===== config.mk =====
export PLATFORM = sky130hd
export DESIGN_NAME = addsub_pipe
export DESIGN_NICKNAME = d
export VERILOG_FILES = /design/src/rtl/fixed_pkg.sv /design/src/rtl/fixed_quant.sv /design/src/rtl/addsub_pipe.sv
export SDC_FILE = /design/constraint.sdc
export NUM_CORES = 1
export LEC_CHECK = 0
export ABC_AREA = 0
export BUFFER_PORTS_ARGS = -buffer_cell sky130_fd_sc_hd__buf_2
export CORE_MARGIN = 2
export CORE_UTILIZATION = 45
export DETAILED_ROUTE_END_ITERATION = 6
export HOLD_SLACK_MARGIN = 0.12
export PLACE_DENSITY = 0.74
export SETUP_SLACK_MARGIN = 0.02
export SYNTH_ARGS = -nofsm -noshare
export SYNTH_HDL_FRONTEND = slang
export SYNTH_HIERARCHICAL = 1
export SYNTH_SLANG_ARGS = --single-unit

===== constraint.sdc =====
create_clock -name clk -period 1.6 [get_ports clk]
set_input_delay 0.08 -clock clk [delete_from_list [all_inputs] [get_ports clk]]
set_output_delay 0.08 -clock clk [all_outputs]
set_load 0.005 [all_outputs]

===== src/rtl/fixed_pkg.sv =====
// Shared fixed-point helpers for the add/mult/convert blocks: quantisation and
// overflow mode codes plus full-precision width arithmetic.
package fixed_pkg;

  localparam int QUANT_TRUNC = 0;
  localparam int QUANT_ROUND = 1;
  localparam int OVF_WRAP    = 0;
  localparam int OVF_SAT     = 1;

  function automatic int max2(input int x, input int y);
    return (x > y) ? x : y;
  endfunction

  // One extra integer bit so a +/- b can never overflow.
  function automatic int full_int_bits(input int n_a, input int bp_a,
                                       input int n_b, input int bp_b);
    return max2(n_a - bp_a, n_b - bp_b) + 1;
  endfunction

  function automatic int full_frac_bits(input int bp_a, input int bp_b);
    return max2(bp_a, bp_b);
  endfunction

endpackage


===== src/rtl/fixed_quant.sv =====
// Registered requantiser: S2 moves the binary point (truncate or round half up),
// S3 range-checks into the output format (wrap or saturate). Both stages hold on ~en_i.
module fixed_quant
  import fixed_pkg::*;
#(
  parameter int N_IN     = 6,
  parameter int BP_IN    = 3,
  parameter int N_OUT    = 6,
  parameter int BP_OUT   = 3,
  parameter int QUANT    = 0,
  parameter int OVERFLOW = 0
) (
  input  logic                    clk_i,
  input  logic                    rst_ni,
  input  logic                    en_i,
  input  logic signed [N_IN-1:0]  din_i,
  output logic signed [N_OUT-1:0] sum_o,
  output logic                    ovf_o
);

  localparam int SHL     = (BP_OUT >= BP_IN) ? BP_OUT - BP_IN : 0;
  localparam int SHR     = (BP_OUT >= BP_IN) ? 0 : BP_IN - BP_OUT;
  localparam int EW      = N_IN + SHL + 1;
  localparam int QW      = EW - SHR;
  localparam int CW      = max2(QW, N_OUT) + 1;
  localparam int RND_POS = (SHR > 0) ? SHR - 1 : 0;

  // The extra top bit of ext is the guard that keeps a rounding carry.
  function automatic logic signed [QW-1:0] quantise(input logic signed [N_IN-1:0] x);
    logic signed [EW-1:0] ext;
    logic signed [EW-1:0] half;
    ext  = {{(SHL + 1){x[N_IN-1]}}, x};
    ext  = ext <<< SHL;
    half = '0;
    if (QUANT == QUANT_ROUND && SHR > 0) half[RND_POS] = 1'b1;
    ext  = ext + half;
    return ext[EW-1:SHR];
  endfunction

  // Returns {ovf, result}.
  function automatic logic [N_OUT:0] range_fit(input logic signed [QW-1:0] q);
    logic signed [CW-1:0] qx;
    logic signed [CW-1:0] maxv;
    logic signed [CW-1:0] minv;
    logic                 ovf;
    logic [N_OUT-1:0]     res;
    qx   = {{(CW - QW){q[QW-1]}}, q};
    maxv = '0;
    for (int i = 0; i < N_OUT - 1; i++) maxv[i] = 1'b1;
    minv = ~maxv;
    ovf  = (qx > maxv) || (qx < minv);
    res  = qx[N_OUT-1:0];
    if (OVERFLOW == OVF_SAT && ovf) res = qx[CW-1] ? minv[N_OUT-1:0] : maxv[N_OUT-1:0];
    return {ovf, res};
  endfunction

  logic signed [QW-1:0] q_p2_d, q_p2_q;
  logic [N_OUT:0]       fit_p3_d;
  logic [N_OUT-1:0]     sum_q;
  logic                 ovf_q;

  // S2: quantise to BP_OUT
  always_comb q_p2_d = quantise(din_i);

  always_ff @(posedge clk_i) begin
    if (en_i) q_p2_q <= q_p2_d;
  end

  // S3: range check and overflow handling
  always_comb fit_p3_d = range_fit(q_p2_q);

  always_ff @(posedge clk_i) begin
    if (!rst_ni) begin
      sum_q <= '0;
      ovf_q <= 1'b0;
    end else if (en_i) begin
      sum_q <= fit_p3_d[N_OUT-1:0];
      ovf_q <= fit_p3_d[N_OUT];
    end
  end

  assign sum_o = sum_q;
  assign ovf_o = ovf_q;

endmodule


===== src/rtl/addsub_pipe.sv =====
// Three-stage signed fixed-point add/subtract with valid/ready handshake.
// S1 aligns and adds at full precision here; S2/S3 live in fixed_quant.
module addsub_pipe
  import fixed_pkg::*;
#(
  parameter int N_BITS_A   = 3,
  parameter int BIN_PT_A   = 1,
  parameter int N_BITS_B   = 4,
  parameter int BIN_PT_B   = 3,
  parameter int N_BITS_OUT = 6,
  parameter int BIN_PT_OUT = 3,
  parameter int QUANT      = 0,
  parameter int OVERFLOW   = 0
) (
  input  logic                         clk,
  input  logic                         rst_n,
  input  logic                         in_valid,
  output logic                         in_ready,
  input  logic signed [N_BITS_A-1:0]   a,
  input  logic signed [N_BITS_B-1:0]   b,
  input  logic                         sub,
  output logic                         out_valid,
  input  logic                         out_ready,
  output logic signed [N_BITS_OUT-1:0] sum,
  output logic                         ovf
);

  localparam int BP_F = full_frac_bits(BIN_PT_A, BIN_PT_B);
  localparam int I_F  = full_int_bits(N_BITS_A, BIN_PT_A, N_BITS_B, BIN_PT_B);
  localparam int N_F  = I_F + BP_F;
  localparam int SHA  = BP_F - BIN_PT_A;
  localparam int SHB  = BP_F - BIN_PT_B;

  if (N_BITS_A < 1 || N_BITS_B < 1 || N_BITS_OUT < 1 ||
      BIN_PT_A < 0 || BIN_PT_A > N_BITS_A ||
      BIN_PT_B < 0 || BIN_PT_B > N_BITS_B ||
      BIN_PT_OUT < 0 || BIN_PT_OUT > N_BITS_OUT) begin : g_bad_width
    $error("addsub_pipe: illegal width or binary point parameters");
  end
  if (QUANT != QUANT_TRUNC && QUANT != QUANT_ROUND) begin : g_bad_quant
    $error("addsub_pipe: QUANT must be 0 or 1");
  end
  if (OVERFLOW != OVF_WRAP && OVERFLOW != OVF_SAT) begin : g_bad_ovf
    $error("addsub_pipe: OVERFLOW must be 0 or 1");
  end

  logic                  advance;
  logic signed [N_F-1:0] a_al, b_al;
  logic signed [N_F-1:0] acc_p1_d, acc_p1_q;
  logic                  vld_p1_d, vld_p1_q;
  logic                  vld_p2_d, vld_p2_q;
  logic                  vld_p3_d, vld_p3_q;

  // Global stall: every stage, bubbles included, moves only when the output slot frees.
  assign advance  = out_ready | ~vld_p3_q;
  assign in_ready = advance;

  // S1: align binary points and add/subtract at full precision
  always_comb begin
    a_al     = {{(N_F - N_BITS_A){a[N_BITS_A-1]}}, a};
    a_al     = a_al <<< SHA;
    b_al     = {{(N_F - N_BITS_B){b[N_BITS_B-1]}}, b};
    b_al     = b_al <<< SHB;
    acc_p1_d = sub ? (a_al - b_al) : (a_al + b_al);
  end

  always_ff @(posedge clk) begin
    if (advance) acc_p1_q <= acc_p1_d;
  end

  always_comb begin
    vld_p1_d = vld_p1_q;
    vld_p2_d = vld_p2_q;
    vld_p3_d = vld_p3_q;
    if (advance) begin
      vld_p1_d = in_valid;
      vld_p2_d = vld_p1_q;
      vld_p3_d = vld_p2_q;
    end
  end

  always_ff @(posedge clk) begin
    if (!rst_n) begin
      vld_p1_q <= 1'b0;
      vld_p2_q <= 1'b0;
      vld_p3_q <= 1'b0;
    end else begin
      vld_p1_q <= vld_p1_d;
      vld_p2_q <= vld_p2_d;
      vld_p3_q <= vld_p3_d;
    end
  end

  fixed_quant #(
    .N_IN    (N_F),
    .BP_IN   (BP_F),
    .N_OUT   (N_BITS_OUT),
    .BP_OUT  (BIN_PT_OUT),
    .QUANT   (QUANT),
    .OVERFLOW(OVERFLOW)
  ) u_quant (
    .clk_i (clk),
    .rst_ni(rst_n),
    .en_i  (advance),
    .din_i (acc_p1_q),
    .sum_o (sum),
    .ovf_o (ovf)
  );

  assign out_valid = vld_p3_q;

endmodule


==> results of run 1 <==
power by group through the flow:
stage / clock network (mW) / logic [mW] / registers (mW)
3_3_place_gp: 0 / 0.147 / 0.694
5_1_grt: 0.280 / 0.182 / 0.691
2_1_floorplan: 0 / 0.0997 / 0.695
4_1_cts: 0.261 / 0.160 / 0.685
3_5_place_dp: 0 / 0.154 / 0.698
6_report: 0.250 / 0.160 / 0.684
cell type report:
| cell class | count | area, µm² | share of cell area |
|---|---|---|---|
| inverter | 10 | 37.54 | 0.03083 |
| timing repair buffer | 24 | 137.6 | 0.1131 |
| sequential | 22 | 560.5 | 0.4604 |
| multi-input combinational | 51 | 420.4 | 0.3453 |
| tap | 28 | 35.03 | 0.02878 |
| clock buffer | 4 | 26.28 | 0.02158 |
registers in the layout, summed over array words and instances (netlist names):
register / count
acc_p1_q: 6
out_valid: 1
u_quant/ovf_o: 1
u_quant/q_p2_q: 6
u_quant/sum_o: 6
vld_p1_q: 1
vld_p2_q: 1
layer usage:
| layer | vias up | GRT usage | routed length [µm] |
|---|---|---|---|
| met5 | - | 0 | 0 |
| met4 | 0 | 0.1228 | 58 |
| met3 | 6 | 0.02011 | 75 |
| met2 | 25 | 0.2489 | 782 |
| met1 | 316 | 0.1415 | 699 |
| li1 | 350 | - | - |
how the worst max path moves through the flow:
stage	endpoint	startpoint	slack [ns]
final	acc_p1_q[4]	b[0]	0.13
after global routing	acc_p1_q[4]	b[0]	0.12
after CTS	acc_p1_q[4]	b[0]	0.15
after detailed placement	acc_p1_q[4]	a[0]	0.06
after global placement	acc_p1_q[4]	a[0]	0.10
after floorplan	acc_p1_q[4]	a[0]	0.25
synth_stat cells:
cell,n,area [µm²]
a21boi_0,1,7.510
a21oi_1,1,5.000
a221oi_1,1,8.760
a311oi_1,1,8.760
a31oi_1,1,6.260
and3b_2,1,10.01
buf_4,1,7.510
buf_6,1,11.26
dfxtp_1,10,200.2
edfxtp_1,12,360.4
fa_1,1,20.02
ha_1,7,87.58
inv_1,10,37.54
mux2i_1,8,80.08
nand2_1,3,11.26
nand2b_1,2,12.51
nand3_1,1,5.000
nand4_1,1,6.260
nand4bb_1,1,11.26
nor2_1,1,3.750
nor2b_1,9,56.30
nor3_1,1,5.000
nor3b_1,3,22.52
o2111ai_1,2,17.52
o21ai_0,2,10.01
or2_2,1,6.260
or4b_1,1,10.01
xnor2_1,1,8.760
cell families (layout without fill, tap and decap cells):
family,after synthesis,count (layout),synth area share
muxes,8,8,0.07720
AOI/OAI and AO/OA,9,9,0.06153
buffers and inverters,12,38,0.05429
adders and majority gates,8,8,0.1037
and+or+nand+nor,25,25,0.1544
DFF,22,22,0.5404
xor gates and xnor gates,1,1,0.008445
tightest hold or removal path: stages:
cell     delay, ns
buf_2         0.10
inv_1         0.05
o21ai_0       0.14
stage by stage:
stage                 util  instances  area (µm²)  setup WS [ns]  power, mW
floorplan                -         85        1037         0.2500     0.7951
global placement    0.5300        132        1161         0.1010     0.8415
CTS                 0.5557        139        1217         0.1478      1.105
finish              0.5557        139        1217         0.1315      1.094
global route        0.5557        139        1217         0.1192      1.152
detailed placement  0.5300        132        1161        0.05599     0.8523
timing repair:
| action | 4_1_cts | 5_1_grt |
|---|---|---|
| endpoints found under the setup margin | 0 | 0 |
| endpoints found under the hold margin | 10 | 0 |
| hold buffers | 3 | 0 |
==> results.txt, run 1 <==
* Commonest non-fill, non-tap cells in the layout: 20 x buf_2, 12 x edfxtp_1, 10 x inv_1, 10 x dfxtp_1, 9 x nor2b_1
- Number of instances resized during post-cts repair: 0
* H-tree level count: 1
* Average detailed-routed wire length per instance: 11.62 µm
- Vias after detailed routing: between 600 and 700
* Tightest Hold Check Type: primary input to register
- Cell with the largest stage delay on the worst path: dlygate4sd3_1
- The worst setup path is launched from a primary input.
* # rows: 17
* Stage delay of the slowest cell on the critical path: 0.52 ns
- The share of total power dissipated in the clock network is 0.229.
* Fraction of the cycle the final worst path needs: 0.9178
- Initial core utilization: 0.4734
* Crit path cell chain: dlygate4sd3_1 -> buf_2 -> inv_1 -> ha_1 -> a21oi_1 -> or4b_1 -> nand3_1
- For this design the top-level I/O count stands at 21.
* Clock insertion delay at the later pin of the skew report: around 0.30 ns
* Number of buffers created by CTS: 3
- Across all register-to-register paths, the minimum setup slack is between 0.5 and 0.6 ns.
* Worst Hold Launch: b[1]
* Die Wd: 52.01 µm
- Measured against its own limit, the worst slew margin works out to 0.7950.
* Crit end category: register
- Weighted congestion at the end of routability-driven global placement: 0.7681
- Die Ht: 52.01 µm
- The clock period could shrink to 1.469 ns.
- The max-slew violation count was 0.
- For the pin with the worst max-slew slack, the measured transition is ~0.31 ns.
* Reg-to-reg critical path endpoint: u_quant/sum_o[1]
* Count of max-cap constraint violations: 0
- Die area: 0.002705 mm²
- Part of the total power dissipated in sequential elements: 0.625
- FF-to-FF path depth: 4
- The kind of cell with the highest combined delay along the critical path is buffers and inverters.
- Of the total power, combinational logic draws 0.146.
- Post-detailed-route via-to-cell ratio: between 5 and 6
* Total number of nets in the final design: approximately 130
- Cell-internal power: 0.8434 mW
* Number of stages on the worst hold path: 3
- Antenna Violating Nets Remaining: 0
- Final Routed Wirelength: around 1600 µm
- F_max: ~700 MHz
- The first global-routing pass estimated 2718 µm of wire.
* TNS Setup: 0 ns
- Averaged over all synthesized cells, the footprint is roughly 12 µm².
- VDD sags by at most 427.8 µV.
- Critical path required time: ~1.8 ns
- The number of antenna violations at the first check in global routing was 0.
- Launching point of the worst reg2reg path: out_valid
- After clock tree synthesis, the clock-pin slew on the worst setup and hold paths is about 0.11 ns.
- Entering global routing, the biggest net connects 24 pins.
* CTS tree: built
- Path length in cells of the critical path: 7
* Detailed-placement wirelength estimate: approximately 1200 µm
- CP Data Arrival Time: 1.64 ns
* Final antenna diode count: 0
- The number of global-route vias before repair was about 670.
- Area delta synth->final: 17.37%
* Skew final: approximately 0.0037 ns
- In this run, synthesis produced a sequential element count of 22.
* Netlist cell types: 28
* Buffer and inverter count on the worst path: 3
- Critical path class: primary input to register
- Of the total power, the share spent switching nets is 0.2288.
- Number of port buffers: 20
* Starting DRT DRC Count: 2
- The cell count after synthesis came out at 85.
- Core footprint: between 0.002 and 0.0025 mm²
* Hold Vio Cnt, Final: 0
- For this run, the register share of the synthesized area comes to 0.5404.
- Endpoint, Worst Hold: acc_p1_q[1]
- The run finished with clean final reports.
- Setup repair after global routing left no endpoint under its margin.
- Summed over all cells, the static leakage comes to ~0.58 nW.
- Of the cells placed in the final design, the portion with a size suffix greater than 1 is 0.2342.
- Clock tree synthesis selected as its root buffer the cell clkbuf_4.
* Setup Fix Bufs, Post-CTS: 0
- Summed over all nets, the switching power comes to roughly 0.25 mW.
- For this run, the number of Yosys warnings is 6.
- The mapped netlist covers just over 0.001 mm².
- The first detailed-routing pass ran for 4 iterations.
- Of all nets on the critical path, the largest fanout is 4.
* Leading cell type in the layout, fill and taps excluded: buf_2
* Total power density per cell area: between 800 and 900 mW/mm²
- Counting every net in the synthesized netlist gives around 110.
- Setup violations remaining at the end of the flow were counted as 0.
- Grt total ovfl: 0
- Clock sink count: 22
- The tightest hold path in the finished design has a slack of between 0.15 and 0.2 ns.
* Maximum buffer depth of the clock tree: 2
- Overall global routing resource usage: 0.1406
* Layout filler cell count: just over 200
* Remaining DRCs: 0
Power figures use the tool's default switching activity.
==> inputs of run 2 (changes only) <==
==> constraint.sdc (replaced) <==
create_clock -name clk -period 1.6 [get_ports clk]
set_input_delay 0.24 -clock clk [delete_from_list [all_inputs] [get_ports clk]]
set_output_delay 0.24 -clock clk [all_outputs]
set_load 0.005 [all_outputs]
==> results.txt, run 2 (synthesis gave the netlist of run 1 again) <==
- The total detailed-routing wirelength was 1582 µm (-2.0%).
- Part of the total power dissipated in sequential elements: 0.599 (-0.026)
- The number of buffers on the longest clock path is 2 (unchanged).
- The transition time of the tightest slew-check pin is 0.4670 ns (+0.1595 ns).
- Global-route wire length before repair: 2594 µm (-4.6%)
- Smallest setup slack after layout: 0.1907 ns (+0.05920 ns)
- CTS tree: built
- The estimated wirelength of the detail-placed design is 1213 µm (+3.9%).
- The via count of the routed design was 704 (+1.0%).
* Root Buffer: clkbuf_4
- Die Ht: 52.01 µm (unchanged)
- The remaining routing DRC violations was 0 (unchanged).
- The count of fill cells added during filler insertion is 181 (-10%).
- Weighted congestion at the end of routability-driven global placement: 0.7781 (+1.3%)
* Tightest Hold Check Type: primary input to register
- The number of cell instances on the worst register-to-register path is 2 (-2).
- Leaving out fill and tap cells, the most frequent cells in the layout are 20 x buf_2, 12 x edfxtp_1, 10 x inv_1, 10 x dfxtp_1, 9 x nor2b_1.
- The power per cell area is 915.4 mW/mm² (+1.9%).
* Clock transition at the registers of the reported paths: 0.11 ns (about the same)
- The upper clock frequency limit is 709.6 MHz (+4.2%).
- The number of maximum-capacitance constraint violations was 0 (unchanged).
* Largest fanout of any net on the critical path: 9 (+5)
* Average detailed-routed wire length per instance: 11.22 µm (-3.4%)
- Reg-to-reg critical path endpoint: u_quant/q_p2_q[5]
- Part of the total power dissipated in the clock network: 0.255 (+0.026)
- H-tree level count: 1 (unchanged)
- The total count of hold-check failures in the final report was 0 (unchanged).
- The worst endpoint data arrival time is 1.17 ns (-0.47 ns).
- The number of antenna violations at the first check in global routing was 0 (unchanged).
- The first-pass iteration count of the detailed router was 4 (unchanged).
- Area post-placement: 0.001211 mm² (+4.3%)
- RSZ-0062 raised after global routing: no
- Final antenna diode count: 0 (unchanged)
* Net switching component of the power: 0.2507 mW (+0.20%)
- Setup slack of the most critical reg-to-reg path: 0.38 ns (-0.15 ns)
- # rows: 17 (unchanged)
- Leakage power figure: 0.6045 nW (+4.0%)
- The die width is 52.01 µm (unchanged).
- The internal power component is 0.8912 mW (+5.7%).
- Crit path cell chain: nand2b_1 -> buf_2
- The total of endpoints with negative setup slack in the final report came to 0 (unchanged).
* Top Ports: 21 (unchanged)
- Worst setup startpoint: out_valid
- Final Critical Period: 1.409 ns (-0.05920 ns)
* Grt total ovfl: 0 (unchanged)
- The clock latency on the worst-skew pair was 0.30 ns (about the same).
- The most critical setup path has its endpoint at in_ready.
- Initial core utilization: 0.4734 (unchanged)
- Antenna Violating Nets Remaining: 0 (unchanged)
- Area delta synth->final: 20.27%
- The total die area came to 0.002705 mm² (unchanged).
- Fraction of final layout cells sized beyond drive strength 1: 0.2832 (+0.04895)
- The worst vdd rail ir drop was 439.2 µV (+2.7%).
- The post-layout total power came to 1.142 mW (+4.4%).
- Share of power burned in combinational logic: 0.145 (about the same)
* Critical path class: register to primary output
- Cell with the largest stage delay on the worst path: nand2b_1
* Outcome: finished clean
- Overall global routing resource usage: 0.1353 (-0.005253)
* Starting DRT DRC Count: 3 (+1)
* Switching fraction of total power: 0.2195 (-0.009243)
- Place WS: -0.1146 ns (-0.1706 ns)
* Critical path startpoint category: register
- Setup Fix Bufs, Post-CTS: 0 (unchanged)
* Pins Over Slew Limit: 0 (unchanged)
- Headroom to the max-slew limit: 0.6887 (-0.1063)
* Launching point of the worst reg2reg path: out_valid
- The number of global-route vias before repair was 694 (+3.7%).
- The clock net sink count is 22 (unchanged).
- Number of instances resized during post-cts repair: 0 (unchanged)
- The number of buffers inserted by port buffering was 20 (unchanged).
- The post-layout net count is 134 (+1.5%).
* Leading cell type in the layout, fill and taps excluded: buf_2
- STA classifies the critical path endpoint as a primary output.
- The data required time of the critical path is 1.36 ns (-0.41 ns).
* CTS Hold Buffers Added: 0 (-3)
- The post-route clock skew is 0.001589 ns (-0.002129 ns).
- Pin count of the biggest net entering global routing: 13 (-46%)
* Post-detailed-route via-to-cell ratio: 4.993 (-0.43%)
- The number of buffers added by the clock tree synthesis step is 3 (unchanged).
* Stage delay of the slowest cell on the critical path: 0.34 ns (-0.18 ns)
* Core footprint: 0.002191 mm² (unchanged)
* Final Cell Area: 0.001247 mm² (+2.5%)
* Fraction of the cycle the final worst path needs: 0.8808 (-0.03700)
-- run 2: cell types whose count changed in the layout (fill, tap and decap cells not counted), sizes merged --
cell,before,now
dlygate4sd3,3,0
buf,21,26
-- run 2: cell type report --
class	count	area, µm²	area share
multi-input combinational	51	420.4	0.3370
sequential	22	560.5	0.4493
clock buffer	4	36.28	0.02909
inverter	10	37.54	0.03009
tap	28	35.03	0.02808
timing repair buffer	26	157.7	0.1264
-- run 2: how the worst min path moves through the flow --
stage | cells after the start | from | endpoint
after CTS | 1 | b[0] | acc_p1_q[0]
after global placement | 0 | acc_p1_q[2] | u_quant/q_p2_q[2]
after global routing | 1 | b[0] | acc_p1_q[0]
after floorplan | 0 | b[0] | acc_p1_q[0]
after detailed placement | 0 | acc_p1_q[1] | u_quant/q_p2_q[1]
final | 1 | b[0] | acc_p1_q[0]
-- run 2: power by group through the flow --
stage | combinational (mW) | clock [mW] | sequential [mW]
final | 0.166 | 0.292 | 0.684
after global routing | 0.190 | 0.325 | 0.693
after CTS | 0.167 | 0.310 | 0.686
after detailed placement | 0.167 | 0 | 0.699
after global placement | 0.160 | 0 | 0.695
after floorplan | 0.0997 | 0 | 0.695
-- run 2: layer usage --
metal | share of wire | vias to the layer above | global-route usage
met5 | 0 | - | 0
met4 | 0.017 | 0 | 0.1184
met3 | 0.047 | 2 | 0.01724
met2 | 0.53 | 21 | 0.2574
met1 | 0.40 | 326 | 0.1220
li1 | - | 355 | -
-- run 2: per-stage QoR --
step	instances	hold slack (ns)	utilization	setup TNS, ns
final	141	0.1674	0.5694	0
after global routing	141	0.1540	0.5694	0
after CTS	141	0.1491	0.5694	0
after detailed placement	137	0.4045	0.5528	-0.1152
after global placement	137	0.4008	0.5528	-0.05621
after floorplan	85	0.3389	-	0
-- run 2: worst max-delay path: cells and delay by family, from the launching register on --
kind / cells / cell delay (ns)
AND/OR/NAND/NOR: 1 / 0.34
flip-flops: 1 / 0.33
buffers and inverters: 1 / 0.20
